### src/rtl/serial_subtractor_pkg.sv
// Shared types for the bit-serial subtractor: FSM state encoding.
package serial_sub_pkg;

    localparam int unsigned STATE_W = 2;

    typedef enum logic [STATE_W-1:0] {
        IDLE  = 2'd0,
        SHIFT = 2'd1,
        DONE  = 2'd2
    } state_t;

endpackage

### src/rtl/serial_subtractor_full_sub_cell.sv
// One-bit full subtractor assembled from two half-subtractor cells
// (diff = a^b, borr = ~a&b) with the two borrows ORed together.
module half_subtractor (
    input  logic a,
    input  logic b,
    output logic diff,
    output logic borr
);

    assign diff = a ^ b;
    assign borr = ~a & b;

endmodule

module full_sub_cell (
    input  logic x,
    input  logic y,
    input  logic bin,
    output logic d,
    output logic bout
);

    logic d0;
    logic b0;
    logic b1;

    half_subtractor u_hs0 (
        .a    (x),
        .b    (y),
        .diff (d0),
        .borr (b0)
    );

    half_subtractor u_hs1 (
        .a    (d0),
        .b    (bin),
        .diff (d),
        .borr (b1)
    );

    assign bout = b0 | b1;

endmodule

### src/rtl/serial_subtractor.sv
// Bit-serial WIDTH-bit subtractor (diff = a - b, LSB first, registered borrow).
// Optional signed-overflow output enabled by defining SERIAL_SUB_OVF_EN.
module serial_subtractor
    import serial_sub_pkg::*;
#(
    parameter  int unsigned WIDTH = 8,
    localparam int unsigned CNT_W = $clog2(WIDTH + 1)
) (
    input  logic             clk,
    input  logic             rst_n,
    input  logic             in_valid,
    output logic             in_ready,
    input  logic [WIDTH-1:0] a,
    input  logic [WIDTH-1:0] b,
    output logic             out_valid,
    input  logic             out_ready,
    output logic [WIDTH-1:0] diff,
    output logic             borr
`ifdef SERIAL_SUB_OVF_EN
    ,
    output logic             ovf
`endif
);

    state_t           state;
    state_t           state_nxt;
    logic [WIDTH-1:0] a_sr;
    logic [WIDTH-1:0] b_sr;
    logic [WIDTH-1:0] res_nxt;
    logic             br;
    logic [CNT_W-1:0] cnt;
    logic             d_bit;
    logic             bo_bit;
    logic             last_bit;

    full_sub_cell u_cell (
        .x    (a_sr[0]),
        .y    (b_sr[0]),
        .bin  (br),
        .d    (d_bit),
        .bout (bo_bit)
    );

    // Result bits are shifted into the vacated top of a_sr, so after WIDTH
    // shifts a_sr holds the difference without a separate result register.
    if (WIDTH == 1) begin : g_res_w1
        assign res_nxt = d_bit;
    end else begin : g_res_wn
        assign res_nxt = {d_bit, a_sr[WIDTH-1:1]};
    end

    assign last_bit = (cnt == CNT_W'(WIDTH - 1));

    always_ff @(posedge clk or negedge rst_n) begin
        if (!rst_n) begin
            state <= IDLE;
        end else begin
            state <= state_nxt;
        end
    end

    always_comb begin
        state_nxt = state;
        in_ready  = 1'b0;
        out_valid = 1'b0;
        case (state)
            IDLE: begin
                in_ready = 1'b1;
                if (in_valid) begin
                    state_nxt = SHIFT;
                end
            end
            SHIFT: begin
                if (last_bit) begin
                    state_nxt = DONE;
                end
            end
            DONE: begin
                out_valid = 1'b1;
                if (out_ready) begin
                    state_nxt = IDLE;
                end
            end
            default: begin
                state_nxt = IDLE;
            end
        endcase
    end

    always_ff @(posedge clk or negedge rst_n) begin
        if (!rst_n) begin
            a_sr <= '0;
            b_sr <= '0;
            br   <= 1'b0;
            cnt  <= '0;
            diff <= '0;
            borr <= 1'b0;
        end else begin
            case (state)
                IDLE: begin
                    if (in_valid) begin
                        a_sr <= a;
                        b_sr <= b;
                        br   <= 1'b0;
                        cnt  <= '0;
                    end
                end
                SHIFT: begin
                    a_sr <= res_nxt;
                    b_sr <= b_sr >> 1;
                    br   <= bo_bit;
                    cnt  <= cnt + CNT_W'(1);
                    if (last_bit) begin
                        diff <= res_nxt;
                        borr <= bo_bit;
                    end
                end
                default: begin
                end
            endcase
        end
    end

`ifdef SERIAL_SUB_OVF_EN
    logic a_msb;
    logic b_msb;

    always_ff @(posedge clk or negedge rst_n) begin
        if (!rst_n) begin
            a_msb <= 1'b0;
            b_msb <= 1'b0;
            ovf   <= 1'b0;
        end else begin
            if (state == IDLE && in_valid) begin
                a_msb <= a[WIDTH-1];
                b_msb <= b[WIDTH-1];
            end
            if (state == SHIFT && last_bit) begin
                ovf <= (a_msb ^ b_msb) & (a_msb ^ res_nxt[WIDTH-1]);
            end
        end
    end
`endif

endmodule

### config.mk
export PLATFORM = sky130hd
export DESIGN_NAME = serial_subtractor
export DESIGN_NICKNAME = d
export VERILOG_FILES = /design/src/rtl/serial_subtractor_pkg.sv /design/src/rtl/serial_subtractor_full_sub_cell.sv /design/src/rtl/serial_subtractor.sv
export SDC_FILE = /design/constraint.sdc
export NUM_CORES = 1
export LEC_CHECK = 0
export ABC_CLOCK_PERIOD_IN_PS = 1600
export BUFFER_PORTS_ARGS = -buffer_cell sky130_fd_sc_hd__clkbuf_2
export CAP_MARGIN = 40
export CORE_ASPECT_RATIO = 0.75
export CORE_MARGIN = 2
export CORE_UTILIZATION = 50
export DETAILED_ROUTE_END_ITERATION = 8
export PLACE_DENSITY = 0.85
export SYNTH_ARGS = -nofsm -noshare
export SYNTH_HDL_FRONTEND = slang
export SYNTH_SLANG_ARGS = --single-unit
### constraint.sdc
create_clock -name clk -period 1.6 [get_ports clk]
set_input_delay 0.32 -clock clk [delete_from_list [all_inputs] [get_ports clk]]
set_output_delay 0.32 -clock clk [all_outputs]
set_load 0.03 [all_outputs]
==> results of run 1 <==
## worst max-delay path by stage
stage	startpoint	endpoint	slack, ns
6_report	state[0]	in_ready	0.07
3_3_place_gp	state[1]	a_sr[3]	0.03
4_1_cts	state[0]	out_valid	0.03
3_5_place_dp	cnt[0]	diff[3]	0.14
5_1_grt	state[1]	in_ready	0.01
2_1_floorplan	state[1]	in_ready	0.06
## layout make-up
cell class / instances / share of cell area
Sequential cell: 32 / 0.432
Multi-Input combinational cell: 97 / 0.357
Timing Repair Buffer: 40 / 0.129
Clock buffer: 8 / 0.0486
Tap cell: 38 / 0.0256
Inverter: 4 / 0.00809
## where the power goes
part | leakage, nW | switching [mW] | internal, mW
Sequential | 0.406 | 0.289 | 1.17
Combinational | 0.415 | 0.857 | 0.656
Clock | 0.0455 | 0.285 | 0.350
Total | 0.866 | 1.43 | 2.17
## cell families after synthesis
logic type,count (synthesis),synth area share
compound gates,55,0.219
fa+ha+maj,2,0.0214
buf+inv,13,0.0379
flops,32,0.528
mux,10,0.0734
simple gates,30,0.120
## routing by layer
layer | part of all wire | vias to the layer above | global-route usage
li1 | - | 584 | -
met1 | 0.43 | 624 | 0.298
met2 | 0.50 | 42 | 0.363
met3 | 0.060 | 8 | 0.0758
met4 | 0.015 | 0 | 0.0986
met5 | 0 | - | 0
## Yosys cell counts, drive strengths merged
| cell type | count | area (µm²) |
|---|---|---|
| a21o | 1 | 7.51 |
| nand3 | 2 | 10.0 |
| inv | 4 | 15.0 |
| a22oi | 15 | 113 |
| dfrtp | 32 | 801 |
| o21ai | 18 | 90.1 |
| nand2 | 5 | 18.8 |
| o311ai | 1 | 8.76 |
| nor2 | 3 | 11.3 |
| nor3 | 1 | 16.3 |
| ha | 1 | 12.5 |
| o21bai | 1 | 7.51 |
| a22o | 2 | 17.5 |
| buf | 4 | 22.5 |
| mux2i | 1 | 10.0 |
| fa | 1 | 20.0 |
| a21oi | 16 | 80.1 |
| mux2 | 9 | 101 |
| clkbuf | 5 | 20.0 |
| nor2b | 18 | 113 |
| a2bb2oi | 1 | 8.76 |
| nand2b | 1 | 13.8 |
## worst reg2reg max path: stages (launching register included)
cell	delay [ns]
dfrtp_1	0.39
ha_1	0.20
nand2_1	0.11
nor3_4	0.14
buf_4	0.18
mux2_2	0.34
## per-stage QoR
stage / utilization / worst slack, ns / hold WS [ns] / power (mW) / cell area [µm²]
CTS: 0.635 / 0.0291 / 0.0585 / 3.61 / 1850
detailed placement: 0.604 / 0.138 / 0.360 / 2.96 / 1760
global placement: 0.602 / 0.0323 / 0.357 / 2.83 / 1750
finish: 0.637 / 0.0668 / 0.0523 / 3.61 / 1860
floorplan: - / 0.0610 / 0.0244 / 2.46 / 1520
global route: 0.637 / 0.0124 / 0.0830 / 3.84 / 1860
## registers in the layout, summed over array words and instances, names as in the netlist
register / cells
b_sr: 8
diff: 8
br: 1
borr: 1
cnt: 4
a_sr: 8
state: 2
==> metrics.md, run 1 <==
| Metric | Value |
|---|---|
| Seq/Total Area, Yosys | `0.528` |
| Library cell used as clock root buffer | `clkbuf_8` |
| TritonCTS clock tree | `yes` |
| Number of buffers inserted by hold repair at cts | `0` |
| Row cnt | `17` |
| Kind of cell adding the most delay to the critical path | `flip-flops` |
| Transition at the pin with the smallest max-transition slack | `between 0.4 and 0.5 ns` |
| Detailed Route Iter0 Violations | `48` |
| Worst path depth | `3` |
| Leakage component of the power | `0.866 nW` |
| Maximum number of pins on one net before global-route repair | `33` |
| Later-pin clock latency in the skew report | `0.28 ns` |
| Capturing element type of the critical path | `primary output` |
| Number of antenna diodes | `0` |
| # IOs | `31` |
| Number of buffers on the longest clock path | `2` |
| Required time of the critical path | `1.28 ns` |
| Sum Neg Setup Slack | `0 ns` |
| Most common cell after layout, fill and taps aside | `dfrtp_1` |
| RSZ-0062 raised after global routing | `false` |
| Final Non-Filler Cells | `219` |
| Initial antenna violation count | `0` |
| Reg area | `801 µm²` |
| Distinct cell type count after synthesis | `25` |
| Highest clock frequency the design can meet | `roughly 650 MHz` |
| Routed Antenna Nets | `0` |
| TritonCTS Buffers | `5` |
| Wire length of the first global-routing pass | `roughly 5.7 mm` |
| Total congestion overflow after global routing | `0` |
| Die area | `3500 µm²` |
| Via Count | `1,258` |
| GPL Wtd Cong | `0.765` |
| Clock-pin slew reported for the worst setup and hold paths after clock tree synthesis | `0.06 ns` |
| Final worst-path cycle share | `0.958` |
| Logic depth of the worst register-to-register path | `5` |
| Worst Setup Path Type | `reg -> out` |
| Worst relative slew slack | `0.687` |
| Total instance count after detailed placement | `between 200 and 250` |
| GR Util All Layers | `0.233` |
| Min-delay worst type | `in -> async` |
| Post-Syn Area | `1520 µm²` |
| Effective utilization at floorplan | `0.521` |
| Number of global-route vias before repair | `1,226` |
| Maximum capacitance violations | `0` |
| Buffering stage count on the worst path with inverters included | `2` |
| Syn_nets | `around 160` |
| Slowest cell on crit path | `dfrtp_1` |
| Estimated wirelength of the detail-placed design | `~2.5 mm` |
| Syn-to-layout area delta | `22.3%` |
| Crit path time final | `1.53 ns` |
| Critical Path Start Type | `flip-flop` |
| IR drop worst, VDD | `0.00105 V` |
| Worst-path fanout max | `23` |
| Pre-Repair DR Iteration Count | `4` |
| Final Skew | `0.00316 ns` |
| Clock net sink count | `32` |
| Yosys synthesis warning count | `0` |
| Total length of routed wires | `3.56 mm` |
| Area of the placeable core | `around 2900 µm²` |
| Final-report max-slew violation count | `0` |
| Final setup violation count | `0` |
| Layout cells sized above 1 | `0.320` |
| Total of buffers placed on input and output ports | `30` |
| Largest stage delay on the critical path | `0.41 ns` |
| Crit path DAT | `1.21 ns` |
| Area of the multi-input gates | `662 µm²` |
| WL/cell | `approximately 16 µm` |
| Worst r2r dst | `diff[3]` |
| Remaining routing DRC violations | `0` |
| Number of hold violations in the final report | `0` |
| PD cells | `1940 nW/µm²` |
| Post-Synthesis Mean Instance Area | `10.7 µm²` |
| Ratio of routed vias to standard cells | `5.74` |
| Cells after synthesis | `142` |
| Number of levels in the clock H-tree | `2` |
| Leading cell types in the layout, fill and taps excluded | `32 x dfrtp_1, 28 x clkbuf_2, 17 x nor2b_1, 17 x o21ai_0, 16 x a21oi_1` |
| Layout net count | `202` |
| Die Width | `67.6 µm` |
| Fill cell total of the finished layout | `roughly 240` |
| Worst R2R Start | `cnt[0]` |
| Outcome | `complete, no violations` |
| Cts repair resizes | `0` |
| Die height | `just over 50 µm` |
| Register-to-Register Setup Slack | `0.12 ns` |
| Cell-by-cell trace of the critical path | `buf_12 -> nor2_1 -> buf_2` |
| Flop and latch count out of synthesis | `32` |
| Post-CTS setup buffer count | `0` |
Note: power is estimated with default switching activity, not from simulation.
==> run 2, diff against run 1 <==
--- a/config.mk
+++ b/config.mk
@@ -9,10 +9,11 @@
 export BUFFER_PORTS_ARGS = -buffer_cell sky130_fd_sc_hd__clkbuf_2
 export CAP_MARGIN = 40
 export CORE_ASPECT_RATIO = 0.75
-export CORE_MARGIN = 2
+export CORE_MARGIN = 3
 export CORE_UTILIZATION = 50
 export DETAILED_ROUTE_END_ITERATION = 8
 export PLACE_DENSITY = 0.85
+export RECOVER_POWER = 100
 export SYNTH_ARGS = -nofsm -noshare
 export SYNTH_HDL_FRONTEND = slang
 export SYNTH_SLANG_ARGS = --single-unit
==> run 2 against run 1 <==
Net effect:
- final cell count increased by 2.3%
- hold slack improved by 0.13 ns
- critical path type unchanged
- clock skew increased by 0.0012 ns
- first-iteration DRC count decreased by 38%
- total power increased by 0.87%
- largest power group unchanged
- combinational power about the same
- utilization increased by 6.0 points
==> metrics.md, run 2 (synthesized netlist as in run 1, its figures left out) <==
| Metric | Value |
|---|---|
| GR Util All Layers | `0.212 (-0.0212)` |
| Later-pin clock latency in the skew report | `0.28 ns (about the same)` |
| Outcome | `complete, no violations` |
| Number of levels in the clock H-tree | `2 (unchanged)` |
| Clock net sink count | `32 (unchanged)` |
| Internal cell power | `2.24 mW (+3.0%)` |
| Via Count | `1,229 (-2.3%)` |
| RSZ-0062 raised after global routing | `true` |
| Initial antenna violation count | `0 (unchanged)` |
| Final worst-path cycle share | `0.963 (+0.00488)` |
| Remaining routing DRC violations | `0 (unchanged)` |
| Area of the placeable core | `2740 µm² (-5.9%)` |
| Capturing element type of the critical path | `primary output` |
| PD cells | `1900 nW/µm² (-2.0%)` |
| Number of buffers on the longest clock path | `2 (unchanged)` |
| Register-to-Register Setup Slack | `0.07 ns (-0.05 ns)` |
| Routed Antenna Nets | `0 (unchanged)` |
| Total instance count after detailed placement | `210 (-0.47%)` |
| Leading cell types in the layout, fill and taps excluded | `31 x dfrtp_1, 20 x clkbuf_2, 17 x nor2b_1, 17 x o21ai_0, 16 x a21oi_1` |
| GPL Wtd Cong | `0.779 (+1.8%)` |
| Die Width | `69.6 µm (+3.0%)` |
| Highest clock frequency the design can meet | `649 MHz (-0.51%)` |
| Logic depth of the worst register-to-register path | `5 (unchanged)` |
| Ratio of routed vias to standard cells | `5.49 (-4.5%)` |
| Number of global-route vias before repair | `1,203 (-1.9%)` |
| Placed cell areas | `1750 µm² (-0.43%)` |
| Final Skew | `0.00435 ns (+0.00119 ns)` |
| Pre-Repair DR Iteration Count | `4 (unchanged)` |
| Total of buffers placed on input and output ports | `30 (unchanged)` |
| Fill cell total of the finished layout | `215 (-11%)` |
| Cell area after layout | `1910 µm² (+3.0%)` |
| Register share of total power | `0.400 (-0.004)` |
| IR drop worst, VDD | `0.00102 V (-2.9%)` |
| Layout cells sized above 1 | `0.314 (-0.00661)` |
| Syn-to-layout area delta | `25.9%` |
| Required time of the critical path | `1.28 ns (about the same)` |
| Most common cell after layout, fill and taps aside | `dfrtp_1` |
| Total congestion overflow after global routing | `0 (unchanged)` |
| Final Non-Filler Cells | `224 (+2.3%)` |
| Number of hold violations in the final report | `0 (unchanged)` |
| Maximum number of pins on one net before global-route repair | `33 (unchanged)` |
| Die area | `3740 µm² (+6.9%)` |
| TritonCTS Buffers | `5 (unchanged)` |
| Share of power burned in combinational logic | `0.419 (about the same)` |
| Row cnt | `16 (-1)` |
| Die height | `53.7 µm (+3.9%)` |
| TritonCTS clock tree | `yes` |
| Post-Route Utilization | `0.697 (+0.0599)` |
| # IOs | `31 (unchanged)` |
| Critical Path Start Type | `flip-flop` |
| Worst relative slew slack | `0.486 (-0.201)` |
| Min-delay worst type | `in -> async` |
| Wire length of the first global-routing pass | `5.80 mm (+2.0%)` |
| Leakage component of the power | `0.880 nW (+1.6%)` |
| Library cell used as clock root buffer | `clkbuf_8` |
| Maximum capacitance violations | `0 (unchanged)` |
| Effective utilization at floorplan | `0.553 (+0.0326)` |
| WL/cell | `15.2 µm (-6.6%)` |
| Clock-pin slew reported for the worst setup and hold paths after clock tree synthesis | `0.06 ns (about the same)` |
| Transition at the pin with the smallest max-transition slack | `0.770 ns (+0.303 ns)` |
| Worst Setup Path Type | `reg -> out` |
| Switch share | `0.384 (-0.0126)` |
| Worst-path fanout max | `9 (-61%)` |
| Layout net count | `210 (+4.0%)` |
| Crit path DAT | `1.22 ns (about the same)` |
| Total length of routed wires | `3.40 mm (-4.5%)` |
| Largest regs | `a_sr (8), b_sr (8), diff (8)` |
| Worst R2R Start | `state[1]` |
| Worst r2r dst | `diff[7]` |
| Final setup violation count | `0 (unchanged)` |
| Final-report max-slew violation count | `0 (unchanged)` |
| Number of antenna diodes | `0 (unchanged)` |
| Detailed Route Iter0 Violations | `30 (-38%)` |
| Clock network fraction of design power | `0.181 (+0.005)` |
| Estimated wirelength of the detail-placed design | `2.40 mm (-2.3%)` |
| Crit path time final | `1.54 ns (+0.00781 ns)` |
| Net switching power | `1.40 mW (-2.3%)` |
run 2: critical path: stages (launching register included):
cell     delay (ns)
dfrtp_2        0.44
buf_4          0.18
nor2_1         0.11
buf_2          0.21
run 2: per-stage QoR:
stage | hold slack (ns) | worst slack, ns | TNS, ns | total power, mW
after CTS | 0.0598 | 0.00529 | 0 | 3.65
after floorplan | 0.0244 | 0.0610 | 0 | 2.46
final | 0.186 | 0.0590 | 0 | 3.64
after detailed placement | 0.362 | -0.0665 | -0.452 | 2.92
after global routing | 0.233 | -0.000417 | -0.000417 | 3.92
after global placement | 0.352 | -0.0100 | -0.0539 | 2.84
run 2: power groups by stage:
| stage | registers [mW] | clock network, mW | logic (mW) |
|---|---|---|---|
| after global placement | 1.44 | 0 | 1.40 |
| after global routing | 1.51 | 0.720 | 1.69 |
| after floorplan | 1.61 | 0 | 0.853 |
| after detailed placement | 1.46 | 0 | 1.46 |
| after CTS | 1.45 | 0.671 | 1.52 |
| final | 1.46 | 0.659 | 1.52 |
run 2: worst max path at each step:
stage,from,end,slack (ns),cells past startpoint
final,state[0],in_ready,0.06,3
after global routing,cnt[1],diff[7],-0.0004,5
after detailed placement,cnt[0],diff[4],-0.07,4
after floorplan,state[1],in_ready,0.06,3
after CTS,state[0],out_valid,0.005,3
after global placement,cnt[0],diff[5],-0.01,4
run 2: cell type report:
cell class,instances,area (µm²),area share
Sequential cell,32,802,0.420
Multi-Input combinational cell,97,662,0.346
Tap cell,36,45.0,0.0236
Timing Repair Buffer,48,290,0.152
Clock buffer,7,96.3,0.0504
Inverter,4,15.0,0.00786
run 2: repair_timing:
item | 4_1_cts | 5_1_grt
setup buffers | 4 | 3
pin swaps | 1 | 0
resized for setup | 2 | 3
hold buffers | 0 | 0
setup endpoints to repair | 9 | 5
run 2: per-layer routing:
layer,wire length (µm),vias to the layer above,track usage
met5,0,-,0
met3,184,7,0.0690
met2,1630,24,0.339
met4,79,0,0.134
met1,1510,601,0.254
li1,-,597,-
